**src/rtl/overlay_target_scheduler_pkg.sv**
```systemverilog
// Shared definitions for the overlay target scheduler: FSM and class
// encodings, label colours, box field layout and small decode helpers.
package overlay_target_scheduler_pkg;

   localparam int CNT_W   = 20;
   localparam int BOX_W   = 48;
   localparam int COORD_W = 12;

   // Field offsets inside one packed {hl,hr,vl,vr} box
   localparam int BOX_HL_LSB = 36;
   localparam int BOX_HR_LSB = 24;
   localparam int BOX_VL_LSB = 12;
   localparam int BOX_VR_LSB = 0;

   localparam logic [23:0] COL_RED = 24'hff0000;
   localparam logic [23:0] COL_GRN = 24'h00ff00;
   localparam logic [23:0] COL_BLU = 24'h0000ff;

   typedef enum logic [1:0] {ST_IDLE, ST_CAND, ST_LOCKED, ST_COAST} state_t;
   typedef enum logic [1:0] {CLS_NONE, CLS_RED, CLS_GRN, CLS_BLU} class_t;

   function automatic logic [COORD_W-1:0] box_field(input logic [BOX_W-1:0] box, input int lsb);
      return box[lsb +: COORD_W];
   endfunction

   function automatic logic [23:0] class_colour(input class_t cls);
      case (cls)
         CLS_RED: return COL_RED;
         CLS_GRN: return COL_GRN;
         CLS_BLU: return COL_BLU;
         default: return 24'h000000;
      endcase
   endfunction

   // Enables are packed {b,g,r}
   function automatic logic [2:0] class_onehot(input class_t cls);
      case (cls)
         CLS_RED: return 3'b001;
         CLS_GRN: return 3'b010;
         CLS_BLU: return 3'b100;
         default: return 3'b000;
      endcase
   endfunction

   function automatic logic [3:0] sat_inc(input logic [3:0] val);
      return (val == 4'hf) ? val : val + 4'd1;
   endfunction

endpackage

```
**src/rtl/overlay_target_scheduler_if.sv**
```systemverilog
// Detector-to-overlay bus of the target scheduler. The slave side is the
// scheduler; the master side is the detectors plus the overlay sink.
interface overlay_target_scheduler_if;
   import overlay_target_scheduler_pkg::*;

   logic                 i_vsync;
   logic [2:0]           det_vld;
   logic [3*CNT_W-1:0]   det_cnt;
   logic [3*BOX_W-1:0]   det_box;
   logic [2:0]           det_ack;
   logic                 red_en;
   logic                 grenn_en;
   logic                 blue_en;
   logic [COORD_W-1:0]   hcount_l;
   logic [COORD_W-1:0]   hcount_r;
   logic [COORD_W-1:0]   vcount_l;
   logic [COORD_W-1:0]   vcount_r;
   logic [23:0]          r_t;
   logic                 locked;

   modport slave (
      input  i_vsync, det_vld, det_cnt, det_box,
      output det_ack, red_en, grenn_en, blue_en,
             hcount_l, hcount_r, vcount_l, vcount_r, r_t, locked
   );

   modport master (
      output i_vsync, det_vld, det_cnt, det_box,
      input  det_ack, red_en, grenn_en, blue_en,
             hcount_l, hcount_r, vcount_l, vcount_r, r_t, locked
   );

endinterface

```
**src/rtl/overlay_target_scheduler_max3_select.sv**
```systemverilog
// Qualifies the three detector results and picks the largest pixel count.
// Equal counts resolve to the lower index, i.e. red > green > blue.
module ovl_max3_select
   import overlay_target_scheduler_pkg::*;
#(
   parameter logic [CNT_W-1:0] MIN_PIX = 20'd400
) (
   input  logic [2:0]         vld,
   input  logic [3*CNT_W-1:0] cnt,
   input  logic [3*BOX_W-1:0] box,
   output class_t             win,
   output logic [1:0]         idx
);

   logic [2:0]       qual_s;
   logic             found_s;
   logic [CNT_W-1:0] best_s;
   logic [CNT_W-1:0] cnt_s;
   logic [BOX_W-1:0] box_s;

   // Qualify each detector and keep the strictly-largest count seen so far
   always_comb begin
      qual_s  = 3'b000;
      found_s = 1'b0;
      best_s  = {CNT_W{1'b0}};
      idx     = 2'd0;
      cnt_s   = {CNT_W{1'b0}};
      box_s   = {BOX_W{1'b0}};
      for (int i = 0; i < 3; i++) begin
         cnt_s     = cnt[i*CNT_W +: CNT_W];
         box_s     = box[i*BOX_W +: BOX_W];
         qual_s[i] = vld[i] && (cnt_s >= MIN_PIX)
                   && (box_field(box_s, BOX_HL_LSB) < box_field(box_s, BOX_HR_LSB))
                   && (box_field(box_s, BOX_VL_LSB) < box_field(box_s, BOX_VR_LSB));
         if (qual_s[i] && (!found_s || (cnt_s > best_s))) begin
            found_s = 1'b1;
            best_s  = cnt_s;
            idx     = 2'(i);
         end else begin
            found_s = found_s;
         end
      end
   end

   // Map the winning index onto the class encoding
   always_comb begin
      case (idx)
         2'd0:    win = found_s ? CLS_RED : CLS_NONE;
         2'd1:    win = found_s ? CLS_GRN : CLS_NONE;
         default: win = found_s ? CLS_BLU : CLS_NONE;
      endcase
   end

endmodule

```
**src/rtl/overlay_target_scheduler.sv**
```systemverilog
// Per-frame overlay target scheduler: samples the detectors on each vsync
// boundary, debounces the winner over LOCK_N frames and coasts the box through
// up to MISS_N-1 empty frames. Outputs are registered and only move at B+2.
module overlay_target_scheduler
   import overlay_target_scheduler_pkg::*;
#(
   parameter logic [CNT_W-1:0] MIN_PIX   = 20'd400,
   parameter int               LOCK_N    = 3,
   parameter int               MISS_N    = 4,
   parameter logic             VS_ACTIVE = 1'b1
) (
   input logic                     pixelclk,
   input logic                     reset,
   overlay_target_scheduler_if.slave bus
);

   logic               vs_r, p1_r, p2_r, bnd_s;
   logic [2:0]         snap_vld_r, det_ack_r;
   logic [3*CNT_W-1:0] snap_cnt_r;
   logic [3*BOX_W-1:0] snap_box_r;
   class_t             win_s;
   logic [1:0]         idx_s;
   logic [BOX_W-1:0]   sel_box_s;

   state_t             state_r, state_nx;
   class_t             cls_r, cls_nx;
   logic [3:0]         lock_r, lock_nx, miss_r, miss_nx;
   logic [BOX_W-1:0]   box_r, box_nx;
   logic               on_s;

   logic [2:0]         en_r;
   logic [BOX_W-1:0]   coord_r;
   logic [23:0]        rt_r;
   logic               locked_r;

   // A new boundary is ignored while the previous one is still in the pipeline
   assign bnd_s = (vs_r != VS_ACTIVE) && (bus.i_vsync == VS_ACTIVE) && !p1_r && !p2_r;

   // Boundary detect, pipeline tracking, detector acknowledge and snapshot
   always_ff @(posedge pixelclk) begin
      if (reset) begin
         vs_r       <= VS_ACTIVE;
         p1_r       <= 1'b0;
         p2_r       <= 1'b0;
         det_ack_r  <= 3'b000;
         snap_vld_r <= 3'b000;
         snap_cnt_r <= {(3*CNT_W){1'b0}};
         snap_box_r <= {(3*BOX_W){1'b0}};
      end else begin
         vs_r      <= bus.i_vsync;
         p1_r      <= bnd_s;
         p2_r      <= p1_r;
         det_ack_r <= bnd_s ? bus.det_vld : 3'b000;
         if (bnd_s) begin
            snap_vld_r <= bus.det_vld;
            snap_cnt_r <= bus.det_cnt;
            snap_box_r <= bus.det_box;
         end
      end
   end

   ovl_max3_select #(.MIN_PIX(MIN_PIX)) u_sel (
      .vld (snap_vld_r),
      .cnt (snap_cnt_r),
      .box (snap_box_r),
      .win (win_s),
      .idx (idx_s)
   );

   // Pick the winning detector's box out of the snapshot
   always_comb begin
      case (idx_s)
         2'd0:    sel_box_s = snap_box_r[0*BOX_W +: BOX_W];
         2'd1:    sel_box_s = snap_box_r[1*BOX_W +: BOX_W];
         default: sel_box_s = snap_box_r[2*BOX_W +: BOX_W];
      endcase
   end

   // Debounce FSM; steps once per frame when the snapshot is evaluated (B+1)
   always_comb begin
      state_nx = state_r;
      cls_nx   = cls_r;
      lock_nx  = lock_r;
      miss_nx  = miss_r;
      box_nx   = box_r;
      if (p1_r) begin
         if ((win_s != CLS_NONE) && (win_s == cls_r) && (state_r != ST_IDLE)) begin
            // Same class again: count towards lock, or refresh a shown box
            box_nx  = sel_box_s;
            miss_nx = 4'd0;
            lock_nx = (state_r == ST_CAND) ? sat_inc(lock_r) : lock_r;
            if (state_r == ST_CAND) begin
               state_nx = (sat_inc(lock_r) >= 4'(LOCK_N)) ? ST_LOCKED : ST_CAND;
            end else begin
               state_nx = ST_LOCKED;
            end
         end else if (win_s != CLS_NONE) begin
            // New class: restart the candidate run
            cls_nx   = win_s;
            box_nx   = sel_box_s;
            lock_nx  = 4'd1;
            miss_nx  = 4'd0;
            state_nx = (LOCK_N <= 1) ? ST_LOCKED : ST_CAND;
         end else begin
            case (state_r)
               ST_LOCKED, ST_COAST: begin
                  miss_nx  = (state_r == ST_LOCKED) ? 4'd1 : sat_inc(miss_r);
                  state_nx = ST_COAST;
                  if (miss_nx >= 4'(MISS_N)) begin
                     state_nx = ST_IDLE;
                     cls_nx   = CLS_NONE;
                     lock_nx  = 4'd0;
                     miss_nx  = 4'd0;
                  end else begin
                     cls_nx   = cls_r;
                  end
               end
               default: begin
                  state_nx = ST_IDLE;
                  cls_nx   = CLS_NONE;
                  lock_nx  = 4'd0;
                  miss_nx  = 4'd0;
               end
            endcase
         end
      end else begin
         state_nx = state_r;
      end
   end

   assign on_s = (state_nx == ST_LOCKED) || (state_nx == ST_COAST);

   // FSM state, counters and registered overlay outputs
   always_ff @(posedge pixelclk) begin
      if (reset) begin
         state_r  <= ST_IDLE;
         cls_r    <= CLS_NONE;
         lock_r   <= 4'd0;
         miss_r   <= 4'd0;
         box_r    <= {BOX_W{1'b0}};
         en_r     <= 3'b000;
         coord_r  <= {BOX_W{1'b0}};
         rt_r     <= 24'h000000;
         locked_r <= 1'b0;
      end else begin
         state_r  <= state_nx;
         cls_r    <= cls_nx;
         lock_r   <= lock_nx;
         miss_r   <= miss_nx;
         box_r    <= box_nx;
         en_r     <= on_s ? class_onehot(cls_nx) : 3'b000;
         coord_r  <= on_s ? box_nx : {BOX_W{1'b0}};
         rt_r     <= on_s ? class_colour(cls_nx) : 24'h000000;
         locked_r <= on_s;
      end
   end

   assign bus.det_ack  = det_ack_r;
   assign bus.red_en   = en_r[0];
   assign bus.grenn_en = en_r[1];
   assign bus.blue_en  = en_r[2];
   assign bus.hcount_l = box_field(coord_r, BOX_HL_LSB);
   assign bus.hcount_r = box_field(coord_r, BOX_HR_LSB);
   assign bus.vcount_l = box_field(coord_r, BOX_VL_LSB);
   assign bus.vcount_r = box_field(coord_r, BOX_VR_LSB);
   assign bus.r_t      = rt_r;
   assign bus.locked   = locked_r;

endmodule

```
**src/flat_wrapper.sv**
```systemverilog
// flat-port wrapper written by rule: the top's interface ports become plain ports
module overlay_target_scheduler_flat import overlay_target_scheduler_pkg::*;
#(
   parameter logic [CNT_W-1:0] MIN_PIX   = 20'd400,
   parameter int               LOCK_N    = 3,
   parameter int               MISS_N    = 4,
   parameter logic             VS_ACTIVE = 1'b1
)
  (pixelclk, reset, bus_i_vsync, bus_det_vld, bus_det_cnt, bus_det_box, bus_det_ack, bus_red_en, bus_grenn_en, bus_blue_en, bus_hcount_l, bus_hcount_r, bus_vcount_l, bus_vcount_r, bus_r_t, bus_locked);
  overlay_target_scheduler_if bus_i ();
  input logic pixelclk;
  input logic reset;
  input wire logic [$bits(bus_i.i_vsync)-1:0] bus_i_vsync;
  input wire logic [$bits(bus_i.det_vld)-1:0] bus_det_vld;
  input wire logic [$bits(bus_i.det_cnt)-1:0] bus_det_cnt;
  input wire logic [$bits(bus_i.det_box)-1:0] bus_det_box;
  output wire logic [$bits(bus_i.det_ack)-1:0] bus_det_ack;
  output wire logic [$bits(bus_i.red_en)-1:0] bus_red_en;
  output wire logic [$bits(bus_i.grenn_en)-1:0] bus_grenn_en;
  output wire logic [$bits(bus_i.blue_en)-1:0] bus_blue_en;
  output wire logic [$bits(bus_i.hcount_l)-1:0] bus_hcount_l;
  output wire logic [$bits(bus_i.hcount_r)-1:0] bus_hcount_r;
  output wire logic [$bits(bus_i.vcount_l)-1:0] bus_vcount_l;
  output wire logic [$bits(bus_i.vcount_r)-1:0] bus_vcount_r;
  output wire logic [$bits(bus_i.r_t)-1:0] bus_r_t;
  output wire logic [$bits(bus_i.locked)-1:0] bus_locked;
  assign bus_i.i_vsync = bus_i_vsync;
  assign bus_i.det_vld = bus_det_vld;
  assign bus_i.det_cnt = bus_det_cnt;
  assign bus_i.det_box = bus_det_box;
  assign bus_det_ack = bus_i.det_ack;
  assign bus_red_en = bus_i.red_en;
  assign bus_grenn_en = bus_i.grenn_en;
  assign bus_blue_en = bus_i.blue_en;
  assign bus_hcount_l = bus_i.hcount_l;
  assign bus_hcount_r = bus_i.hcount_r;
  assign bus_vcount_l = bus_i.vcount_l;
  assign bus_vcount_r = bus_i.vcount_r;
  assign bus_r_t = bus_i.r_t;
  assign bus_locked = bus_i.locked;
  overlay_target_scheduler #(.MIN_PIX(MIN_PIX), .LOCK_N(LOCK_N), .MISS_N(MISS_N), .VS_ACTIVE(VS_ACTIVE)) u_core (.pixelclk(pixelclk), .reset(reset), .bus(bus_i));
endmodule
```
**config.mk**
```make
export PLATFORM = sky130hd
export DESIGN_NAME = overlay_target_scheduler_flat
export DESIGN_NICKNAME = d
export VERILOG_FILES = /design/src/rtl/overlay_target_scheduler_pkg.sv /design/src/rtl/overlay_target_scheduler_if.sv /design/src/rtl/overlay_target_scheduler_max3_select.sv /design/src/rtl/overlay_target_scheduler.sv /design/src/flat_wrapper.sv
export SDC_FILE = /design/constraint.sdc
export NUM_CORES = 1
export LEC_CHECK = 0
export BUFFER_PORTS_ARGS = -buffer_cell sky130_fd_sc_hd__buf_4
export CORE_ASPECT_RATIO = 0.5
export CORE_MARGIN = 2
export CORE_UTILIZATION = 43
export CTS_BUF_LIST = sky130_fd_sc_hd__clkbuf_16
export DETAILED_ROUTE_END_ITERATION = 7
export GPL_TIMING_DRIVEN = 0
export HOLD_SLACK_MARGIN = 0.1
export SYNTH_ARGS = -nofsm -noshare
export SYNTH_HDL_FRONTEND = slang
export SYNTH_HIERARCHICAL = 1
export SYNTH_SLANG_ARGS = --single-unit
```
**constraint.sdc**
```tcl
create_clock -name pixelclk -period 7.2 [get_ports pixelclk]
set_input_delay 0.72 -clock pixelclk [delete_from_list [all_inputs] [get_ports pixelclk]]
set_output_delay 0.72 -clock pixelclk [all_outputs]
set_load 0.01 [all_outputs]
```
### After elaboration in Yosys (flattened, before gate mapping)

Index checks and enable logic that the tools add are counted.

* input bits: 210
* bits in registers: 349
* logic and storage cells: 119
* output and inout port bits: 79

* mux-type cells: 41
* add/subtract/negate cells: 2
* bitwise gates (word level): 3
* reduce and logical (&&, ||, !) cells: 30
* eq/ne operators: 14
* order comparisons: 13

Operators by type and width (count)
* 48-bit two-way mux: 3
* 48-bit one-hot mux with 2 select lines: 1
* 12-bit less-than comparator: 6
* 24-bit one-hot mux with 3 select lines: 1
* 20-bit by 9-bit >= comparator with 1-bit output, second input constant: 3
* 4-bit two-way mux: 12
* 20-bit > comparator: 2
* 20-bit two-way mux: 2
* 2-bit two-way mux: 15
* 1-bit logical AND: 16
* 2-bit equality test, second input constant: 6
* 3-bit one-hot mux with 3 select lines: 1
* 4-bit by 1-bit adder with 4-bit output, second input constant: 2
* 4-bit equality test, second input constant: 2
* 2-bit by 1-bit equality test with 1-bit output, second input constant: 3
* 2-bit OR reduction: 3
* 1-bit two-way mux: 5
* 4-bit by 2-bit >= comparator with 1-bit output, second input constant: 1
* 4-bit by 3-bit >= comparator with 1-bit output, second input constant: 1
* 1-bit logical NOT: 4
* 4-bit by 1-bit inequality test with 1-bit output, second input constant: 1
* 2-bit one-hot mux with 2 select lines: 1
* 2-bit nonzero test: 2
* 1-bit logical OR: 3
* 5 further kinds: 7

### Logic depth before layout (Yosys ltp)

Gate-level depths: netlist of the first run.

* word-level depth: 24
* mapped depth: 34
* mapped depth without buffers: 29

### Hierarchy

The synthesis of the first run kept the hierarchy.

Modules (own cells, without submodules)
* overlay_target_scheduler: cells an instance 1478, sequential area each 6506.2 um2, area an instance 12448.2 um2, times used 1
* ovl_max3_select: cells an instance 405, sequential area each 0.0 um2, area an instance 2994.1 um2, times used 1

### Worst setup path before layout of the first run

OpenSTA, ideal clock, no wires.

* path type: reg2reg
* from: register u_core.snap_box_r[35]
* to: register u_core.coord_r[40]
* data required time: 7.058 ns
* buffers on the path: 5
* slack: 0.941 ns
* clock period less this slack: 6.259 ns
* data arrival time: 6.116 ns
* cell stages (with the launch flop): 33
* setup time: 0.142 ns
* cells stage by stage: dfxtp_1 -> inv_1 -> ha_1 -> a22oi_1 -> o2111a_1 -> o211ai_1 -> a31oi_1 -> and3b_1 -> buf_2 -> clkbuf_1 -> nand2_1 -> ha_1 -> and4_1 -> nand4_1 -> o221a_2 -> o41a_1 -> buf_2 -> a32oi_1 -> ha_1 -> a21oi_1 -> o21ai_0 -> a221oi_1 -> o31ai_1 -> o32ai_1 -> a21oi_1 -> or2_2 -> buf_6 -> nand4bb_4 -> o22ai_2 -> o2111ai_2 -> nand2_2 -> buf_2 -> nor4_1

* word-level cells in the longest chain between the ends: 23
* elaborated cells between the ends (all ways): 40
* classes of those cells: order compare (3); eq/ne (4); mux (18); bitwise (1); reduce/logical (14)

RTL lines
* start, declared: RTL line overlay_target_scheduler.sv:20 `logic [3*BOX_W-1:0] snap_box_r;`
* start signal, assigned: RTL line overlay_target_scheduler.sv:48 `snap_box_r <= {(3*BOX_W){1'b0}};`
* start signal, assigned: RTL line overlay_target_scheduler.sv:57 `snap_box_r <= bus.det_box;`
* 12-bit less-than comparator *: RTL line overlay_target_scheduler_max3_select.sv:33 `&& (box_field(box_s, BOX_HL_LSB) < box_field(box_s, BOX_HR_LSB))`
* 1-bit logical AND *: RTL line overlay_target_scheduler_max3_select.sv:33
* 1-bit logical AND *: RTL line overlay_target_scheduler_max3_select.sv:34 `&& (box_field(box_s, BOX_VL_LSB) < box_field(box_s, BOX_VR_LSB));`
* 20-bit two-way mux / 1-bit two-way mux (equally long branches): RTL line overlay_target_scheduler_max3_select.sv:35 `if (qual_s[i] && (!found_s || (cnt_s > best_s))) begin`
* 20-bit > comparator / 1-bit logical NOT (equally long branches): RTL line overlay_target_scheduler_max3_select.sv:35
* 1-bit logical OR: RTL line overlay_target_scheduler_max3_select.sv:35
* 1-bit logical AND: RTL line overlay_target_scheduler_max3_select.sv:35
* 20-bit two-way mux / 1-bit two-way mux (equally long branches): RTL line overlay_target_scheduler_max3_select.sv:35
* (+6 left out)
* named net u_core.win_s[0]: RTL line overlay_target_scheduler.sv:21 `class_t win_s;`
* 2-bit equality test / 2-bit nonzero test (equally long branches): RTL line overlay_target_scheduler.sv:87, overlay_target_scheduler.sv:97
* 1-bit logical AND (2 in a row): RTL line overlay_target_scheduler.sv:87 `if ((win_s != CLS_NONE) && (win_s == cls_r) && (state_r != ST_IDLE)) begin`
* 2-bit two-way mux: RTL line overlay_target_scheduler.sv:87
* 2-bit two-way mux: RTL line overlay_target_scheduler.sv:86 `if (p1_r) begin`
* 2-bit equality test: RTL line overlay_target_scheduler.sv:131 `assign on_s = (state_nx == ST_LOCKED) || (state_nx == ST_COAST);`
* 1-bit logical OR: RTL line overlay_target_scheduler.sv:131
* 1-bit NOT (no source line)
* 2-bit OR reduction (no source line)
* end signal, assigned: RTL line overlay_target_scheduler.sv:142 `coord_r <= {BOX_W{1'b0}};`
* end signal, assigned: RTL line overlay_target_scheduler.sv:152 `coord_r <= on_s ? box_nx : {BOX_W{1'b0}};`
* end, declared: RTL line overlay_target_scheduler.sv:32 `logic [BOX_W-1:0] coord_r;`

The timed path passes the listed nets; every way through them passes the cells marked *.
A chain may end at the register's enable or synchronous reset.

### Worst setup path after layout of the first run

* from: register u_core.snap_box_r[35]
* to: register u_core.coord_r[13]

The elaborated chain is that of the path after synthesis.

==> impl_metrics.tcl, run 1 <==
set metrics [dict create \
    routed-via-count 14300 \
    synth.area.mux_share_pct 6.36 \
    yosysSeqAreaShare_pct 42.1 \
    layout-drive-gt1-share_pct 22.1 \
    synth_top_area_share_pct 42.1 \
    finalNetCount 2527 \
    finalPower_uw 3990 \
    relSlewSlack_pct 31.9 \
    post-route-period-util_pct 96.1 \
    clock_sinks 325 \
    synth-compound-area-share_pct 15.0 \
    ys.flop_type "dfxtp_1" \
    drtIter0Drc 1073 \
    wl_per_cell_um 18.4 \
    syn2layout_area_growth_pct 27.6 \
    syn_area_mm2 0.0154 \
    clk_latency_ns 0.59 \
    dpl_cell_area_mm2 0.0182 \
    grt_max_degree 16 \
    antenna_found_initial 0 \
    whs_ns 0.363 \
    die-area_mm2 0.0375 \
    ys_top_cells_by_area "dfxtp_1 (42%), nand2_1 (12%), ha_1 (8.8%)" \
    clk_pin_slew_ns 0.07 \
    synth_warnings 6 \
    clockRootBuffer "clkbuf_16" \
    leakagePower_uw 0.00795 \
    skew_ns 0.0119 \
    worstMarginPinSlew_ns 1.02 \
    drt_first_pass_iters 5 \
    crit_fanout 10 \
    fin_cells 2718 \
    place_inst 2654 \
    crit_slowest_cell "dfxtp_2" \
    synth_top_area_cell "dfxtp_1" \
    ff2ff_setup_slack_ns 0.28 \
    hp-class "in -> reg" \
    die_w_um 272 \
    maxCapViolCount 0 \
    ys_ff_latch 325 \
    fin_crit_ns 6.92 \
    path_buf_inv 7 \
    cts_tree "built" \
    dp_hpwl_mm 38.9 \
    drcViolationCount 0 \
    outcome "completed" \
    htreeDepth 1 \
    finalSetupViolCount 0 \
    yosys.area_share.adder_pct 8.75 \
    max_freq_ghz 0.144 \
    io_pins 289 \
    worst_slack_ns 0.278 \
    fin_area_mm2 0.0197 \
    place_congestion 0.943 \
    post-place-ws_ns -0.668 \
    core_mm2 0.0356 \
    vias_per_cell 5.26 \
    grt_pass1_wl_mm 75.4 \
    cts_buffers 31 \
    synth_area_per_cell_um2 8.20 \
    antenna_cells 0 \
    ir_drop_mv 0.167 \
    portBuffers 287 \
    ys_types 73 \
    p_per_area_mw_per_mm2 202 \
    required_ns 7.68 \
    ctsLongestPathBuffers 3 \
    critPathTopFamily "compound AO/OA/AOI/OAI gates" \
    syn_nets 2201 \
    synth_top_family_by_area "simple AND/OR/NAND/NOR gates" \
    synth-async-reset-ratio_pct 0 \
    crit_arrival_ns 7.40 \
    synthSimpleGateAreaFrac_pct 20.8 \
    crit_path_end_kind "flip-flop" \
    drv_slew 0 \
    wirelength_mm 49.9 \
    grt_pass1_vias 13500 \
    fillers 3419 \
    synth-edff-count 0 \
    synth-xor-area-share_pct 0.105 \
    start_util_pct 43.4 \
    grt_use_total_pct 25.8 \
    syn_inst 1883 \
    hold_viol 0 \
    crit_path_start_kind "flip-flop" \
    rows 49 \
    grt.overflow.total 0 \
    criticalPathCategory "reg -> reg" \
    critPathMaxStageDelay_ns 0.38 \
    die_y_um 138 \
    postRouteAntennaNets 0 \
]
final timing paths:
path / startpoint / end / depth (start not counted)
worst min-delay path: bus_det_vld[0] / u_core/bus.det_ack[0] / 2
worst max register to register: u_core/snap_box_r[35] / u_core/coord_r[13] / 33
worst min register to register: u_core/snap_cnt_r[40] / u_core/snap_cnt_r[40] / 2
worst max-delay path: u_core/snap_box_r[35] / u_core/coord_r[13] / 33
kinds of logic (layout without fill, tap and decap cells):
| family | count (synthesis) | in the layout |
|---|---|---|
| AOI/OAI and AO/OA | 396 | 396 |
| xor gates and xnor gates | 1 | 1 |
| adders and majority gates | 108 | 108 |
| buffers and inverters | 223 | 574 |
| DFF | 325 | 325 |
| muxes | 98 | 98 |
| and+or+nand+nor | 732 | 732 |
cell type report:
class                   count  area, µm²  share of cell area [%]
repair buffers            293       2220                    11.3
well taps                 484        606                    3.07
inverters                  73        274                    1.39
plain buffers             150        848                    4.30
multi-input cells        1335       8230                    41.7
clock inverters            27        244                    1.24
clock buffers              31        776                    3.94
flip-flops and latches    325       6510                    33.0
registers in the layout (all words and copies together), names as in the netlist, 3 cells and up:
| signal | flops |
|---|---|
| u_core/snap_box_r | 144 |
| u_core/snap_cnt_r | 60 |
| u_core/box_r | 48 |
| u_core/coord_r | 48 |
| u_core/lock_r | 4 |
| u_core/miss_r | 4 |
| u_core/bus.det_ack | 3 |
| u_core/snap_vld_r | 3 |
where the power goes:
| group | internal (µW) | leakage [µW] | switching [µW] |
|---|---|---|---|
| Sequential | 1840 | 0.00263 | 41.4 |
| Clock | 929 | 0.000506 | 745 |
| Combinational | 191 | 0.00481 | 244 |
| Total | 2960 | 0.00795 | 1030 |
synthesized netlist by cell type, types with 16 or more instances:
cell	number
buf_4	30
a21oi_1	241
clkbuf_1	69
ha_1	108
buf_2	42
o21ai_0	64
nand2_1	509
mux2i_1	97
nand4_1	16
nor2_1	73
a32oi_1	19
inv_1	73
nor4_1	48
dfxtp_1	325
cell usage in the layout (no fill, tap or decap), types with 4 or more instances in the layout:
master,count
dfxtp_1,323
nor2_1,71
clkinvlp_4,4
a21oi_1,240
nor4_1,26
nand4_1,16
nor4_2,22
o21ai_0,53
buf_2,33
and2_1,8
or2_2,5
nor2b_1,7
a21o_1,10
clkbuf_1,65
nand2_1,509
nand3_1,12
a32oi_1,15
nand2b_1,11
nor3_1,11
clkbuf_16,31
mux2i_1,96
a211oi_1,7
clkinv_1,6
inv_1,77
o21ai_1,12
a31oi_1,5
ha_1,107
bufinv_16,4
buf_4,324
clkinv_2,6
nor4_4,8
a32oi_2,4
buf_6,11
o211ai_1,5
stage by stage:
step,TNS (ns),utilization [%]
floorplan,0,-
global placement,-34.87,51.1
detailed placement,-32.07,51.1
CTS,-0.0235,54.5
global route,-0.208,55.3
finish,0,55.3
routing by layer:
metal | up-vias | GRT usage (%) | share of wire (%)
met5 | - | 0 | 0
met4 | 0 | 4.54 | 1.6
met3 | 50 | 4.03 | 6.4
met2 | 378 | 43.7 | 47
met1 | 6764 | 35.1 | 45
li1 | 7092 | - | -
repair_timing:
item / CTS / global route
pin swaps: 2 / 5
gates resized for setup: 38 / 58
buffers inserted: 1 / 5
setup endpoints to repair: 103 / 106
hold buffers: 0 / 0
Power figures use the tool's default switching activity.
==> run 2, diff against run 1 <==
--- a/config.mk
+++ b/config.mk
@@ -15,2 +15,3 @@
 export HOLD_SLACK_MARGIN = 0.1
+export RECOVER_POWER = 100
 export SYNTH_ARGS = -nofsm -noshare
==> constraint.sdc (replaced) <==
create_clock -name pixelclk -period 7.2 [get_ports pixelclk]
set_input_delay 1.08 -clock pixelclk [delete_from_list [all_inputs] [get_ports pixelclk]]
set_output_delay 1.08 -clock pixelclk [all_outputs]
set_load 0.01 [all_outputs]
==> run 2 against run 1 <==
Count of clock-buffer cells in the layout unchanged. Total power about the same. Final area down 1.1%. Flip-flop and latch count unchanged. Highest routed layer unchanged.
==> impl_metrics.tcl, run 2 (synthesis results as in run 1) <==
set metrics [dict create \
    worstMarginPinSlew_ns 1.06 \
    start_util_pct 43.4 \
    hold_viol 0 \
    clock_sinks 325 \
    leakagePower_uw 0.00764 \
    clockRootBuffer "clkbuf_16" \
    grt_pass1_vias 13500 \
    hp-class "reg -> reg" \
    grt.overflow.total 0 \
    drv_slew 0 \
    post-route-period-util_pct 96.0 \
    ctsLongestPathBuffers 3 \
    die_y_um 138 \
    layout-drive-gt1-share_pct 19.0 \
    criticalPathCategory "reg -> reg" \
    crit_fanout 10 \
    clk_latency_ns 0.59 \
    grt_pass1_wl_mm 75.4 \
    crit_arrival_ns 7.40 \
    routed-via-count 14300 \
    grt_max_degree 16 \
    maxCapViolCount 0 \
    postRouteAntennaNets 0 \
    die-area_mm2 0.0375 \
    crit_path_end_kind "flip-flop" \
    p_per_area_mw_per_mm2 205 \
    portBuffers 287 \
    skew_ns 0.0124 \
    relSlewSlack_pct 29.5 \
    die_w_um 272 \
    largest_reg_flops 144 \
    vias_per_cell 5.25 \
    reg_top3 "u_core/snap_box_r: 144 flops, u_core/snap_cnt_r: 60 flops" \
    antenna_found_initial 0 \
    worst_slack_ns 0.285 \
    syn2layout_area_growth_pct 26.2 \
    ir_drop_mv 0.168 \
    required_ns 7.68 \
    fin_crit_ns 6.92 \
    drt_first_pass_iters 5 \
    rows 49 \
    core_mm2 0.0356 \
    drtIter0Drc 1086 \
    wl_per_cell_um 18.3 \
    mostFrequentLayoutCell "nand2_1" \
    cts_tree "built" \
    critPathMaxStageDelay_ns 0.38 \
    top_register "u_core/snap_box_r" \
    max_freq_ghz 0.145 \
    wirelength_mm 49.9 \
    crit_slowest_cell "dfxtp_2" \
    io_pins 289 \
    multiInputGateArea_mm2 0.00823 \
    grt_use_total_pct 25.8 \
    finalSetupViolCount 0 \
    layout_common_cells "nand2_1 (509), dfxtp_1 (323), buf_4 (244), a21oi_1 (240), clkbuf_1 (134)" \
    finish.utilization_pct 54.7 \
    cts_buffers 31 \
    post-place-ws_ns -0.668 \
    finalNetCount 2527 \
    ff2ff_setup_slack_ns 0.28 \
    regArea_mm2 0.00651 \
    crit_path_start_kind "flip-flop" \
    htreeDepth 1 \
    drcViolationCount 0 \
    cts_hold_buf 0 \
    clk_pin_slew_ns 0.07 \
    place_congestion 0.943 \
    fillers 3487 \
    antenna_cells 0 \
    dp_hpwl_mm 38.9 \
    outcome "completed" \
]
==> run 2: report_power, final <==
group | leakage (µW) | total [µW] | internal [µW] | switching (µW)
clock | 0.000506 | 1680 | 929 | 749
sequential | 0.00263 | 1880 | 1840 | 41.3
combinational | 0.00450 | 433 | 190 | 243
==> run 2: layout make-up <==
type                       count  area share [%]
clock inverter                27            1.25
clock buffer                  31            3.98
sequential                   325            33.4
multi-input combinational   1335            42.2
tap                          484            3.11
inverter                      73            1.41
buffer                       150            4.27
timing repair buffer         293            10.3
==> run 2: metrics by stage <==
stage | std cells | TNS, ns | power [µW] | instance area [µm²] | hold slack (ns)
after floorplan | 1883 | 0 | 2130 | 15400 | 0.436
after global placement | 2654 | -34.87 | 2320 | 18200 | 0.446
after detailed placement | 2654 | -32.07 | 2330 | 18200 | 0.452
after CTS | 2713 | -0.0235 | 4000 | 19400 | 0.462
after global routing | 2718 | -0.208 | 4140 | 19500 | 0.474
final | 2718 | 0 | 3990 | 19500 | 0.461
==> run 2: path summary, 6_finish.rpt <==
path	startpoint	end	cells after the start
worst min register to register	u_core/snap_cnt_r[40]	u_core/snap_cnt_r[40]	2
worst max register to register	u_core/snap_box_r[35]	u_core/coord_r[13]	33
worst max-delay path	u_core/snap_box_r[35]	u_core/coord_r[13]	33
worst min-delay path	u_core/snap_cnt_r[40]	u_core/snap_cnt_r[40]	2
==> run 2: routing by layer <==
metal | track usage, % | vias up | wire length (µm) | part of all wire (%)
met5 | 0 | - | 0 | 0
met4 | 4.54 | 0 | 823 | 1.7
met3 | 4.03 | 49 | 3270 | 6.5
met2 | 43.7 | 387 | 23600 | 47
met1 | 35.1 | 6759 | 22200 | 45
li1 | - | 7087 | - | -
==> run 2: timing repair <==
action                     4_1_cts  5_1_grt
pin swaps                        2        5
hold endpoints to repair         0        0
setup buffers                    1        5
setup endpoints to repair      103      106
gates resized for setup         38       58
==> run 2: critical path, delay by kind of cell (launching register included) <==
kind / cells / cell delay (ns)
flops: 1 / 0.38
compound gates: 16 / 2.96
buf+inv: 7 / 1.09
fa+ha+maj: 3 / 0.91
simple gates: 7 / 1.46
